===== src/rtl/mem_port_arbiter_if.sv =====
// Bus bundle between the fetch/data requesters, the shared single-port RAM and mem_port_arbiter.
// The slave modport is the arbiter's view; master is the requester/RAM side.
interface mem_port_arbiter_if #(
    parameter int unsigned ADDR_W = 16,
    parameter int unsigned DATA_W = 32,
    parameter int unsigned PC_W   = 8
) ();
    logic              if_req;
    logic [PC_W-1:0]   if_addr;
    logic              if_gnt;
    logic              if_rvalid;
    logic [DATA_W-1:0] if_rdata;

    logic              d_req;
    logic              d_rw;
    logic [ADDR_W-1:0] d_addr;
    logic [DATA_W-1:0] d_wdata;
    logic              d_gnt;
    logic              d_rvalid;
    logic [DATA_W-1:0] d_rdata;

    logic              mem_rw;
    logic [ADDR_W-1:0] mem_addr;
    logic [DATA_W-1:0] mem_wdata;
    logic [DATA_W-1:0] mem_rdata;

    logic              busy;

    modport slave (
        input  if_req, if_addr, d_req, d_rw, d_addr, d_wdata, mem_rdata,
        output if_gnt, if_rvalid, if_rdata, d_gnt, d_rvalid, d_rdata,
        output mem_rw, mem_addr, mem_wdata, busy
    );

    modport master (
        output if_req, if_addr, d_req, d_rw, d_addr, d_wdata, mem_rdata,
        input  if_gnt, if_rvalid, if_rdata, d_gnt, d_rvalid, d_rdata,
        input  mem_rw, mem_addr, mem_wdata, busy
    );
endinterface


===== src/rtl/mem_port_arbiter.sv =====
// Arbitrates the single-port data RAM between instruction fetch and load/store (data priority, starvation guard).
// Optional macro MEM_ARB_PERF_EN adds saturating grant/conflict performance counters.
module mem_port_arbiter #(
    parameter int unsigned ADDR_W       = 16,
    parameter int unsigned DATA_W       = 32,
    parameter int unsigned PC_W         = 8,
    parameter int unsigned STARVE_LIMIT = 4
) (
    input  logic clk,
    input  logic reset,
    mem_port_arbiter_if.slave bus
`ifdef MEM_ARB_PERF_EN
    ,
    output logic [15:0] perf_if_grants,
    output logic [15:0] perf_d_grants,
    output logic [15:0] perf_conflicts
`endif
);
    localparam int unsigned CNT_W = 4;

    typedef enum logic [1:0] {
        S_IDLE  = 2'd0,
        S_ISSUE = 2'd1,
        S_WAIT  = 2'd2
    } state_t;

    state_t            r_state;
    state_t            w_state_nxt;
    logic              w_if_win;
    logic              w_d_win;
    logic              w_starved;
    logic [CNT_W-1:0]  r_starve_cnt;

    logic              r_owner_d;
    logic              r_op_write;
    logic              r_mem_rw;
    logic [ADDR_W-1:0] r_mem_addr;
    logic [DATA_W-1:0] r_mem_wdata;
    logic              r_if_rvalid;
    logic              r_d_rvalid;
    logic [DATA_W-1:0] r_if_rdata;
    logic [DATA_W-1:0] r_d_rdata;

    assign w_starved = (r_starve_cnt == CNT_W'(STARVE_LIMIT));

    // State register
    always_ff @(posedge clk or posedge reset) begin
        if (reset) begin
            r_state <= S_IDLE;
        end else begin
            r_state <= w_state_nxt;
        end
    end

    // Next state and grant decode; grants exist only in IDLE
    always_comb begin
        w_state_nxt = r_state;
        w_if_win    = 1'b0;
        w_d_win     = 1'b0;
        case (r_state)
            S_IDLE: begin
                if (bus.d_req && !(bus.if_req && w_starved)) begin
                    w_d_win = 1'b1;
                end else if (bus.if_req) begin
                    w_if_win = 1'b1;
                end
                if (bus.d_req || bus.if_req) begin
                    w_state_nxt = S_ISSUE;
                end
            end
            S_ISSUE: w_state_nxt = S_WAIT;
            S_WAIT:  w_state_nxt = S_IDLE;
            default: w_state_nxt = S_IDLE;
        endcase
    end

    // Starvation counter: consecutive data grants taken while fetch was waiting
    always_ff @(posedge clk or posedge reset) begin
        if (reset) begin
            r_starve_cnt <= '0;
        end else if (w_if_win) begin
            r_starve_cnt <= '0;
        end else if (w_d_win) begin
            if (!bus.if_req) begin
                r_starve_cnt <= '0;
            end else if (!w_starved) begin
                r_starve_cnt <= r_starve_cnt + CNT_W'(1);
            end
        end
    end

    // RAM pin registers, latched at grant; write strobe is confined to ISSUE
    always_ff @(posedge clk or posedge reset) begin
        if (reset) begin
            r_mem_rw    <= 1'b0;
            r_mem_addr  <= '0;
            r_mem_wdata <= '0;
            r_owner_d   <= 1'b0;
            r_op_write  <= 1'b0;
        end else begin
            if (w_d_win) begin
                r_mem_rw    <= bus.d_rw;
                r_mem_addr  <= bus.d_addr;
                r_mem_wdata <= bus.d_wdata;
                r_owner_d   <= 1'b1;
                r_op_write  <= bus.d_rw;
            end else if (w_if_win) begin
                r_mem_rw   <= 1'b0;
                r_mem_addr <= ADDR_W'(bus.if_addr);
                r_owner_d  <= 1'b0;
                r_op_write <= 1'b0;
            end else if (r_state == S_ISSUE) begin
                r_mem_rw <= 1'b0;
            end
        end
    end

    // Read-data capture in WAIT; completion pulse lands in the following cycle
    always_ff @(posedge clk or posedge reset) begin
        if (reset) begin
            r_if_rvalid <= 1'b0;
            r_d_rvalid  <= 1'b0;
            r_if_rdata  <= '0;
            r_d_rdata   <= '0;
        end else begin
            r_if_rvalid <= 1'b0;
            r_d_rvalid  <= 1'b0;
            if (r_state == S_WAIT) begin
                if (r_owner_d) begin
                    r_d_rvalid <= 1'b1;
                    if (!r_op_write) begin
                        r_d_rdata <= bus.mem_rdata;
                    end
                end else begin
                    r_if_rvalid <= 1'b1;
                    r_if_rdata  <= bus.mem_rdata;
                end
            end
        end
    end

    assign bus.if_gnt    = w_if_win;
    assign bus.d_gnt     = w_d_win;
    assign bus.if_rvalid = r_if_rvalid;
    assign bus.d_rvalid  = r_d_rvalid;
    assign bus.if_rdata  = r_if_rdata;
    assign bus.d_rdata   = r_d_rdata;
    assign bus.mem_rw    = r_mem_rw;
    assign bus.mem_addr  = r_mem_addr;
    assign bus.mem_wdata = r_mem_wdata;
    assign bus.busy      = (r_state != S_IDLE);

`ifdef MEM_ARB_PERF_EN
    logic [15:0] r_perf_if;
    logic [15:0] r_perf_d;
    logic [15:0] r_perf_conf;

    // Saturating event counters
    always_ff @(posedge clk or posedge reset) begin
        if (reset) begin
            r_perf_if   <= '0;
            r_perf_d    <= '0;
            r_perf_conf <= '0;
        end else begin
            if (w_if_win && (r_perf_if != 16'hFFFF)) begin
                r_perf_if <= r_perf_if + 16'd1;
            end
            if (w_d_win && (r_perf_d != 16'hFFFF)) begin
                r_perf_d <= r_perf_d + 16'd1;
            end
            if ((r_state == S_IDLE) && bus.if_req && bus.d_req && (r_perf_conf != 16'hFFFF)) begin
                r_perf_conf <= r_perf_conf + 16'd1;
            end
        end
    end

    assign perf_if_grants = r_perf_if;
    assign perf_d_grants  = r_perf_d;
    assign perf_conflicts = r_perf_conf;
`endif
endmodule

===== src/flat_wrapper.sv =====
// flat-port wrapper written by rule: the top's interface ports become plain ports
module mem_port_arbiter_flat 
#(
    parameter int unsigned ADDR_W       = 16,
    parameter int unsigned DATA_W       = 32,
    parameter int unsigned PC_W         = 8,
    parameter int unsigned STARVE_LIMIT = 4
)
  (clk, reset, bus_if_req, bus_if_addr, bus_d_req, bus_d_rw, bus_d_addr, bus_d_wdata, bus_mem_rdata, bus_if_gnt, bus_if_rvalid, bus_if_rdata, bus_d_gnt, bus_d_rvalid, bus_d_rdata, bus_mem_rw, bus_mem_addr, bus_mem_wdata, bus_busy);
  mem_port_arbiter_if #(.ADDR_W(ADDR_W), .DATA_W(DATA_W), .PC_W(PC_W)) bus_i ();
  input  logic clk;
  input  logic reset;
  input wire logic [$bits(bus_i.if_req)-1:0] bus_if_req;
  input wire logic [$bits(bus_i.if_addr)-1:0] bus_if_addr;
  input wire logic [$bits(bus_i.d_req)-1:0] bus_d_req;
  input wire logic [$bits(bus_i.d_rw)-1:0] bus_d_rw;
  input wire logic [$bits(bus_i.d_addr)-1:0] bus_d_addr;
  input wire logic [$bits(bus_i.d_wdata)-1:0] bus_d_wdata;
  input wire logic [$bits(bus_i.mem_rdata)-1:0] bus_mem_rdata;
  output wire logic [$bits(bus_i.if_gnt)-1:0] bus_if_gnt;
  output wire logic [$bits(bus_i.if_rvalid)-1:0] bus_if_rvalid;
  output wire logic [$bits(bus_i.if_rdata)-1:0] bus_if_rdata;
  output wire logic [$bits(bus_i.d_gnt)-1:0] bus_d_gnt;
  output wire logic [$bits(bus_i.d_rvalid)-1:0] bus_d_rvalid;
  output wire logic [$bits(bus_i.d_rdata)-1:0] bus_d_rdata;
  output wire logic [$bits(bus_i.mem_rw)-1:0] bus_mem_rw;
  output wire logic [$bits(bus_i.mem_addr)-1:0] bus_mem_addr;
  output wire logic [$bits(bus_i.mem_wdata)-1:0] bus_mem_wdata;
  output wire logic [$bits(bus_i.busy)-1:0] bus_busy;
  assign bus_i.if_req = bus_if_req;
  assign bus_i.if_addr = bus_if_addr;
  assign bus_i.d_req = bus_d_req;
  assign bus_i.d_rw = bus_d_rw;
  assign bus_i.d_addr = bus_d_addr;
  assign bus_i.d_wdata = bus_d_wdata;
  assign bus_i.mem_rdata = bus_mem_rdata;
  assign bus_if_gnt = bus_i.if_gnt;
  assign bus_if_rvalid = bus_i.if_rvalid;
  assign bus_if_rdata = bus_i.if_rdata;
  assign bus_d_gnt = bus_i.d_gnt;
  assign bus_d_rvalid = bus_i.d_rvalid;
  assign bus_d_rdata = bus_i.d_rdata;
  assign bus_mem_rw = bus_i.mem_rw;
  assign bus_mem_addr = bus_i.mem_addr;
  assign bus_mem_wdata = bus_i.mem_wdata;
  assign bus_busy = bus_i.busy;
  mem_port_arbiter #(.ADDR_W(ADDR_W), .DATA_W(DATA_W), .PC_W(PC_W), .STARVE_LIMIT(STARVE_LIMIT)) u_core (.clk(clk), .reset(reset), .bus(bus_i));
endmodule

===== config.mk =====
export PLATFORM = sky130hd
export DESIGN_NAME = mem_port_arbiter_flat
export DESIGN_NICKNAME = d
export VERILOG_FILES = /design/src/rtl/mem_port_arbiter_if.sv /design/src/rtl/mem_port_arbiter.sv /design/src/flat_wrapper.sv
export SDC_FILE = /design/constraint.sdc
export NUM_CORES = 1
export LEC_CHECK = 0
export ABC_AREA = 0
export BUFFER_PORTS_ARGS = -buffer_cell sky130_fd_sc_hd__buf_4
export CAP_MARGIN = 20
export CELL_PAD_IN_SITES_DETAIL_PLACEMENT = 1
export CELL_PAD_IN_SITES_GLOBAL_PLACEMENT = 2
export CORE_UTILIZATION = 31
export DETAILED_ROUTE_END_ITERATION = 16
export PLACE_DENSITY_LB_ADDON = 0.2
export SYNTH_ARGS = -nofsm -noshare
export SYNTH_HDL_FRONTEND = slang
export SYNTH_SLANG_ARGS = --single-unit
export TNS_END_PERCENT = 1

===== constraint.sdc =====
create_clock -name clk -period 4.25 [get_ports clk]
set_input_delay 0.2125 -clock clk [delete_from_list [all_inputs] [get_ports clk]]
set_output_delay 0.2125 -clock clk [all_outputs]
set_load 0.02 [all_outputs]

==> reports/metrics.yaml <==
detailed_routing:
  detail-route-antenna-nets: 0
  firstDrtPassIters: 4
  routed_via_density: 4.557
  post_drt_wl_per_cell_um: 16.66
  vias: 3454
  drt_iter0_drc: 97
  routed_wl_um: 12630
  drc_errors: 0
floorplan:
  die_area_mm2: 0.01626
  die_h_um: 127.5
  die_w_um: 127.5
  start_util_pct: 32.00
  num_rows: 45
  core-area_mm2: 0.01526
  io_pins: 211
worst_setup_path:
  reg2reg_slack_ns: 1.77
  r2r_end: "u_core.bus.mem_wdata[29]"
  arrival_ns: 2.37
  critPathCapture: "bus_d_gnt"
  reg2regPathDepth: 4
  crit_path_end_kind: "output pin"
  critPathMaxFanout: 19
  cp-start-kind: "flip-flop"
  startpoint: "u_core.r_state[0]"
  required_ns: 4.04
  critPathKind: "flip-flop to output pin"
  r2r-start: "u_core.r_state[0]"
finish:
  drive_above_1_share_pct: 62.89
  area_delta_synth_final_pct: 50.23
  fill_cells: 1554
  antenna_cells: 0
  nets: 631
  final_area_mm2: 0.007335
yosys:
  synth_seq_cells: 123
  synth_cell_types: 28
  avgSynthCellArea_um2: 15.50
  syn_nets: 410
  syn-cell-area_mm2: 0.004882
  yosysSeqAreaShare_pct: 63.04
  ys_warn_count: 0
  netlist_instances: 315
power_and_ir_drop:
  vdd_drop_max_v: 0.0003320
  p_leak_nw: 3.520
  power.density_cell_area_mw_per_mm2: 893.7
cts:
  cts_tree: "built"
  clkTransAtPathRegs_ns: 0.05
  h-tree-depth: 4
  clock_latency_ns: 0.42
  cts_buffer_depth: 2
  clock-sinks: 123
  numCtsBuffers: 17
  cts_hold_buf: 5
  cts_setup_buffers: 0
  postCtsResizedCells: 0
  cts_root_buf: "clkbuf_16"
global_route:
  grt_max_degree: 67
  grt_pass1_wl_um: 20310
  antenna_found_initial: 0
  overflow: 0
  grt_pass1_vias: 3839
  grt_usage_pct: 16.67
timing:
  timing.final.hold_violations: 0
  setup_viol_count_final: 0
  layout_min_cycle_time_ns: 2.587
  slew_headroom_pct: 31.60
  tightestPinTransition_ns: 1.024
  max_freq_mhz: 386.5
  finalClockSkew_ns: 0.007287
  holdWs_ns: 0.02217
  rsz0062_at_grt: "no"
  finalMaxSlewViolations: 0
  post-route-period-util_pct: 60.87
  finalSetupTns_ns: 0
placed_design:
  hpwl_um: 9040
  port_buffers: 210
  gp_congestion: 0.7343
  place_area_mm2: 0.006660
min_path:
  min_delay_path_depth: 2
  hold_class: "primary input to flip-flop"
job:
  maxCapViolations: 0
run_status:
  status: "finished clean"
==> cells in the mapped netlist, drive strengths merged <==
master  count  share of area [%]
a21oi       9               0.92
a221oi      8                1.4
a22o       10                1.8
a32o        3               0.62
and2        2               0.26
and3        1               0.13
and3b       1               0.18
buf        14                2.3
clkbuf      4               0.33
dfrtp     123                 63
ha          2               0.51
inv         6               0.46
mux2       97                 24
nand2       1              0.077
nand2b      3               0.38
nand3       1               0.10
nand4b      2               0.36
nor2       19                1.5
nor2b       2               0.26
nor3        1               0.10
nor3b       1               0.26
o21ai       4               0.41
or2         1               0.13
==> stage by stage <==
step           setup slack, ns  util, %  cells  power (mW)
5_1_grt                  1.467    48.07    758       6.932
3_3_place_gp             1.531    43.52    722       5.002
2_1_floorplan           0.7666        -    315       3.832
4_1_cts                  1.603    48.07    758       6.659
6_report                 1.663    48.07    758       6.555
3_5_place_dp             1.747    43.65    723       5.087
==> cell usage in the layout, fill, tap and decap left out, types with 2 or more instances in the layout <==
| cell type | count |
|---|---|
| nor2_1 | 19 |
| clkbuf_8 | 4 |
| o21ai_0 | 3 |
| dfrtp_1 | 123 |
| mux2_4 | 27 |
| dlygate4sd3_1 | 5 |
| a21oi_1 | 9 |
| nand4b_1 | 2 |
| mux2_2 | 68 |
| nand2b_1 | 3 |
| a32o_1 | 3 |
| clkbuf_16 | 17 |
| ha_1 | 2 |
| a221oi_1 | 8 |
| mux2_1 | 2 |
| and2_1 | 2 |
| clkinv_2 | 4 |
| bufinv_16 | 4 |
| buf_4 | 214 |
| inv_1 | 5 |
| a22o_1 | 10 |
==> where the power goes <==
group	internal [mW]	total [mW]	switching [mW]
Combinational	1.45	2.91	1.45
Clock	1.03	1.53	0.495
Sequential	1.76	2.12	0.356
==> worst min path at each step <==
stage,start,end
floorplan,bus_mem_rdata[20],u_core.bus.d_rdata[20]
global placement,reset,u_core.bus.mem_wdata[15]
detailed placement,reset,u_core.bus.mem_wdata[29]
CTS,bus_mem_rdata[24],u_core.bus.d_rdata[24]
global route,bus_d_wdata[25],u_core.bus.mem_wdata[25]
finish,bus_mem_rdata[24],u_core.bus.d_rdata[24]
==> cell type report <==
type                       count  area, um2  area share (%)
sequential                   123       3078           41.97
timing repair buffer         220       1677           22.86
multi-input combinational    168       1667           22.72
clock buffer                  22      484.2           6.602
tap                          211      264.0           3.599
clock inverter                 8      140.1           1.911
inverter                       6      25.02          0.3412
==> layer usage <==
layer	vias to the layer above	track usage, %	share of wire [%]
met3	22	4.397	5.9
met5	-	0	0
met1	1752	19.86	42
met2	121	27.68	50
li1	1559	-	-
met4	0	8.683	2.2
==> cell families (layout without fill, tap and decap cells) <==
group                    count (synthesis)  after routing  share of synthesized area [%]
flip-flops                             123            123                          63.04
AO/OA/AOI/OAI                           34             34                          5.177
multiplexers                            97             97                          24.45
adder cells (fa/ha/maj)                  2              2                         0.5125
AND/OR/NAND/NOR                         35             35                          3.690
buffers and inverters                   24            256                          3.126
==> state kept, by name, indices dropped and copies added, names as in the netlist <==
| register | flops |
|---|---|
| u_core.r_op_write | 1 |
| u_core.bus.if_rdata | 32 |
| u_core.bus.if_rvalid | 1 |
| u_core.bus.mem_rw | 1 |
| u_core.bus.mem_addr | 16 |
| u_core.r_owner_d | 1 |
| u_core.r_state | 2 |
| u_core.r_starve_cnt | 4 |
| u_core.bus.d_rdata | 32 |
| u_core.bus.d_rvalid | 1 |
| u_core.bus.mem_wdata | 32 |
==> critical path: stages (launching register included) <==
cell and delay, ns:
dfrtp_1 0.44, nor2_1 0.60, and3_2 0.67, buf_4 0.24
Note: power is estimated with default switching activity, not from simulation.
